$ cat config.mk
export PLATFORM = sky130hd
export DESIGN_NAME = serpent_key_sched
export DESIGN_NICKNAME = d
export VERILOG_FILES = /design/src/rtl/serpent_pkg.sv /design/src/rtl/serpent_sbox_slice.sv /design/src/rtl/serpent_key_sched.sv
export SDC_FILE = /design/constraint.sdc
export NUM_CORES = 2
export LEC_CHECK = 0
export CAP_MARGIN = 0
export CORE_UTILIZATION = 46
export DETAILED_ROUTE_END_ITERATION = 8
export PLACE_DENSITY = 0.74
export SETUP_SLACK_MARGIN = 0.5
export SKIP_CTS_REPAIR_TIMING = 1
export SLEW_MARGIN = 30
export SYNTH_ARGS = -nofsm -noshare
export SYNTH_HDL_FRONTEND = slang
export SYNTH_SLANG_ARGS = --single-unit
$ cat constraint.sdc
create_clock -name i_clk -period 3.4 [get_ports i_clk]
set_input_delay 0.34 -clock i_clk [delete_from_list [all_inputs] [get_ports i_clk]]
set_output_delay 0.34 -clock i_clk [all_outputs]
set_load 0.01 [all_outputs]
$ cat src/rtl/serpent_pkg.sv
// Serpent key-schedule shared definitions.
// Constants, S-box tables and helper functions.
package serpent_pkg;

  localparam logic [31:0] PHI = 32'h9E3779B9;
  localparam int N_RKEYS = 33;
  localparam int N_WORDS = 4 * N_RKEYS;

  typedef enum logic [1:0] {
    KL_128  = 2'b00,
    KL_192  = 2'b01,
    KL_256  = 2'b10,
    KL_256X = 2'b11
  } key_len_e;

  typedef enum logic {
    ST_IDLE = 1'b0,
    ST_GEN  = 1'b1
  } state_e;

  // Entry x of box n lives in SBOX[n][4x+3:4x].
  localparam logic [7:0][63:0] SBOX = {
    64'h6539AC47B28E0FD1,
    64'h0A3DF19EB6485C27,
    64'h176D8E30C9A4B25F,
    64'hD7E9A4526B0C38F1,
    64'hE57A421D369C8BF0,
    64'h25B04E1DFAC39768,
    64'h43D68EB1A50972CF,
    64'hC90724DEB56A1F83
  };

  function automatic logic [3:0] sbox_lookup(
    input logic [2:0] sel,
    input logic [3:0] nib
  );
    logic [63:0] t;
    t = SBOX[sel];
    return t[{nib, 2'b00} +: 4];
  endfunction

  // Box (35-k) mod 8 only depends on k mod 8.
  function automatic logic [2:0] sbox_sel(
    input logic [2:0] k_lo
  );
    return 3'd3 - k_lo;
  endfunction

  function automatic logic [31:0] rotl11(
    input logic [31:0] x
  );
    return {x[20:0], x[31:21]};
  endfunction

  // Short keys get a single 1 just above their MSB.
  function automatic logic [255:0] pad_key(
    input logic [255:0] key,
    input key_len_e     len
  );
    logic [255:0] p;
    p = key;
    case (len)
      KL_128: begin
        p[255:128] = '0;
        p[128]     = 1'b1;
      end
      KL_192: begin
        p[255:192] = '0;
        p[192]     = 1'b1;
      end
      default: p = key;
    endcase
    return p;
  endfunction

endpackage

$ cat src/rtl/serpent_sbox_slice.sv
// Bitsliced Serpent S-box layer.
// 32 parallel 4-bit lookups across four words.
module serpent_sbox_slice
  import serpent_pkg::*;
(
  input  logic [2:0]       sel_i,
  input  logic [3:0][31:0] w_i,
  output logic [3:0][31:0] w_o
);

  for (genvar j = 0; j < 32; j++) begin : g_bit
    logic [3:0] s;
    assign s = sbox_lookup(
      sel_i,
      {w_i[3][j], w_i[2][j], w_i[1][j], w_i[0][j]}
    );
    assign w_o[0][j] = s[0];
    assign w_o[1][j] = s[1];
    assign w_o[2][j] = s[2];
    assign w_o[3][j] = s[3];
  end

endmodule

$ cat src/rtl/serpent_key_sched.sv
// Serpent key-schedule engine.
// Writes round keys K0..K32 to the round-key memory.
module serpent_key_sched
  import serpent_pkg::*;
(
  input  logic         i_clk,
  input  logic         i_rstn,
  input  logic         i_start,
  input  logic [1:0]   i_key_len,
  input  logic [255:0] i_key,
  output logic         o_wr_en,
  output logic [5:0]   o_wr_addr,
  output logic [127:0] o_wr_key,
  output logic         o_busy,
  output logic         o_done
);

  state_e            state_q, state_d;
  logic [7:0]        cnt_q, cnt_d;
  logic [7:0][31:0]  win_q, win_d;
  logic              wr_en_q, wr_en_d;
  logic [5:0]        addr_q, addr_d;
  logic [127:0]      key_q, key_d;
  logic              busy_q, busy_d;
  logic              done_q, done_d;

  logic              start_ok;
  logic [31:0]       w_new;
  logic [3:0][31:0]  slice_in;
  logic [3:0][31:0]  slice_out;

  // win_q[0] is w_{i-8}, win_q[7] is w_{i-1}.
  always_comb begin
    start_ok = (state_q == ST_IDLE) && i_start && !busy_q;
    w_new    = rotl11(win_q[0] ^ win_q[3] ^ win_q[5]
                      ^ win_q[7] ^ PHI ^ {24'h0, cnt_q});
    slice_in = {w_new, win_q[7], win_q[6], win_q[5]};
  end

  serpent_sbox_slice u_slice (
    .sel_i (sbox_sel(cnt_q[4:2])),
    .w_i   (slice_in),
    .w_o   (slice_out)
  );

  // Next-state, window shift and round-key capture.
  always_comb begin
    state_d = state_q;
    cnt_d   = cnt_q;
    win_d   = win_q;
    wr_en_d = 1'b0;
    addr_d  = addr_q;
    key_d   = key_q;
    unique case (state_q)
      ST_IDLE: begin
        if (start_ok) begin
          state_d = ST_GEN;
          cnt_d   = '0;
          win_d   = pad_key(i_key, key_len_e'(i_key_len));
        end
      end
      ST_GEN: begin
        win_d = {w_new, win_q[7:1]};
        cnt_d = cnt_q + 8'd1;
        if (cnt_q[1:0] == 2'd3) begin
          wr_en_d = 1'b1;
          addr_d  = cnt_q[7:2];
          key_d   = slice_out;
        end
        if (cnt_q == 8'(N_WORDS - 1)) begin
          state_d = ST_IDLE;
          cnt_d   = '0;
        end
      end
      default: state_d = ST_IDLE;
    endcase
    // Busy covers generation plus the trailing write cycle.
    busy_d = (state_d == ST_GEN) || wr_en_d;
    done_d = wr_en_q && (addr_q == 6'(N_RKEYS - 1));
  end

  // State and output registers.
  always_ff @(posedge i_clk or negedge i_rstn) begin
    if (!i_rstn) begin
      state_q <= ST_IDLE;
      cnt_q   <= '0;
      win_q   <= '0;
      wr_en_q <= 1'b0;
      addr_q  <= '0;
      key_q   <= '0;
      busy_q  <= 1'b0;
      done_q  <= 1'b0;
    end else begin
      state_q <= state_d;
      cnt_q   <= cnt_d;
      win_q   <= win_d;
      wr_en_q <= wr_en_d;
      addr_q  <= addr_d;
      key_q   <= key_d;
      busy_q  <= busy_d;
      done_q  <= done_d;
    end
  end

  assign o_wr_en   = wr_en_q;
  assign o_wr_addr = addr_q;
  assign o_wr_key  = key_q;
  assign o_busy    = busy_q;
  assign o_done    = done_q;

endmodule

==> run metrics <==
Initial DRC Count=7401; non-filler cells, final=5475; Async S/R FF share, synth=100%; 1st-pass router iterations=9; Ys Warns=0; largest fanout on the critical path=19; most frequent cells in the layout=632 x nand2_1, 396 x dfrtp_1, 396 x clkdlybuf4s50_1, 372 x buf_4, 340 x mux4_2; Hold Slack=0.288 ns; fin. max-slew vios=0; number of global-route vias before repair=36400; top cells by area, synth=dfrtp_1 27%, mux4_2 21%, nand2_1 6.5%; Net Count, Synth=4366; Design Area, Final=45500 um^2; Yosys top cell area share=27.4%; Root Driver=clkbuf_16; clock sinks=402; r2r endpoint=o_wr_key[8]; Most used DFF post-synth=dfrtp_1; Max H-tree Level=2; Die Y=284 um; Worst EP arrival=3.51 ns; reg2reg path depth=7; Die Area=80900 um^2; synthesized area=36700 um^2; commonest non-fill, non-tap cell in the layout=nand2_1; placer congestion estimate=1.11; Worst-path clk slew=0.07 ns; setup TNS=0 ns; final WL=192000 um; Initial Util=46.4%; TritonCTS clock tree=built; gate count after technology mapping=4096; Slew @ Worst Pin=1.12 ns; final hold violations=0; WS Path Type=reg2reg; clk_skew=0.0232 ns; Inst Count DP=5347; EDFF count, synth=0; routed vias/inst=7.31; total track usage=45.8%; fraction of layout cells with a size suffix above 1=21.8%; f_max=335 MHz; Core Box Area=79000 um^2; DR vias=40000; Hold Crit Depth=3; Tcrit/Tclk final=87.9%; maximum clock insertion buffer count=3; CTS Buf Count=49; global-route wire length before repair=268000 um; worst hold-check path type=in2reg; worst min-delay path endpoint=win_q[125]; fill count=6838; Max Cap Viol=0; die width=284 um; IO Port Bufs=397; Placed Area=43300 um^2; setup violators final=0; Worst R2R Setup Slack=0.41 ns; post-synth cell types=82; post-route ant nets=0; min-delay src=i_key[125]; grt total ovfl=0; Area Overhead vs Synth=24.2%; hpwl dp=130000 um; Setup crit start kind=flip-flop; area leader, netlist=dfrtp_1; syn_area_per_cell=8.95 um^2; register area share after synthesis=27.4%; # nets final=4641; Post-route DRC=1; Clk Latency, worst-skew pair=0.65 ns; nature of the critical path endpoint=flip-flop; largest net degree at the start of global routing=160; Pwr Density=242 nW/um^2; register area=10100 um^2; failing checks=design-rule violations; Crit Reg-Reg Startpoint=cnt_q[2]; power after layout=11.0 mW; DR WL/cell=35.1 um; flops & latches, synth=402; leakage power=18.1 nW; # rows=103; fin crit period=2.99 ns; status=finished with violations; normalized max-slew margin=25.3%; Critical Path RT=3.93 ns; multi-input combinational cell area=23900 um^2; initial antenna violation count=17; Ports=398; unrepaired setup endpoints after global routing=yes; Worst VDD drop=0.000375 V
-- stage by stage --
step | worst slack [ns] | util, %
floorplan | 0.502 | -
global placement | 0.226 | 54.7
detailed placement | 0.168 | 54.8
CTS | 0.140 | 57.0
global route | 0.390 | 57.6
finish | 0.413 | 57.6
-- critical path: stages (launching register included) --
cell     delay, ns
dfrtp_1       0.44
inv_4         0.20
ha_1          0.48
mux2i_2       0.18
buf_4         0.31
mux4_2        0.52
mux4_2        0.46
mux2_2        0.27
-- kinds of logic after synthesis --
family,Yosys count,synth area share [%]
compound gates,1185,22.5
simple gates,1066,12.1
buf+inv,768,8.27
mux,492,25.3
flops,402,27.4
xor+xnor,174,4.16
fa+ha+maj,9,0.307
-- state kept, by name, indices dropped and copies added (netlist names) --
register and flops:
state_q 1, o_busy 1, o_wr_key 128, win_q 160, o_wr_addr 6, cnt_q 8, o_done 1, slice_in 96
o_wr_en 1
-- area by class of cell --
| class | instances | area share [%] |
|---|---|---|
| Sequential cell | 402 | 22.1 |
| Inverter | 163 | 1.37 |
| Timing Repair Buffer | 826 | 17.3 |
| Clock inverter | 23 | 0.698 |
| Multi-Input combinational cell | 2928 | 52.5 |
| Tap cell | 1050 | 2.88 |
| Clock buffer | 68 | 3.11 |
| Timing Repair inverter | 1 | 0.0110 |
| Antenna cell | 14 | 0.0769 |
-- layer usage --
layer | global-route usage, % | vias up | routed length, um
met1 | 59.8 | 19500 | 67600
li1 | - | 15800 | -
met2 | 62.9 | 3818 | 77000
met5 | 1.19 | - | 182
met4 | 27.2 | 18 | 14600
met3 | 19.0 | 874 | 32600
-- worst max path at each step --
stage                     startpoint            to  cells after the start
after floorplan             cnt_q[3]  o_wr_key[21]                     13
after global placement      cnt_q[2]  o_wr_key[72]                     10
after detailed placement    cnt_q[2]  o_wr_key[72]                     10
after CTS                   cnt_q[2]  o_wr_key[72]                     10
after global routing        cnt_q[3]  o_wr_key[21]                     10
final                       cnt_q[2]   o_wr_key[8]                      7
-- cells in the mapped netlist, drive strengths merged (12+ instances only) --
cell type / count
inv: 144
o311ai: 22
clkinv: 19
a22oi: 158
o2111ai: 32
clkbuf: 497
nor3b: 16
dfrtp: 402
buf: 108
a221oi: 31
nor2b: 21
nand3: 60
nor3: 18
mux2i: 118
nor2: 239
nand2: 635
o22ai: 14
a21oi: 203
a31oi: 32
nand2b: 28
mux2: 32
o21ai: 266
a211o: 27
o31ai: 13
a222oi: 113
xnor2: 125
o211ai: 116
a211oi: 53
o221ai: 27
and2: 12
mux4: 342
xor2: 49
-- where the power goes --
group / switching [mW] / internal (mW) / total, mW
clock: 2.45 / 3.32 / 5.77
combinational: 0.177 / 0.278 / 0.455
sequential: 0 / 4.78 / 4.78
total: 2.62 / 8.38 / 11.0
(Power assumes the default switching activity.)
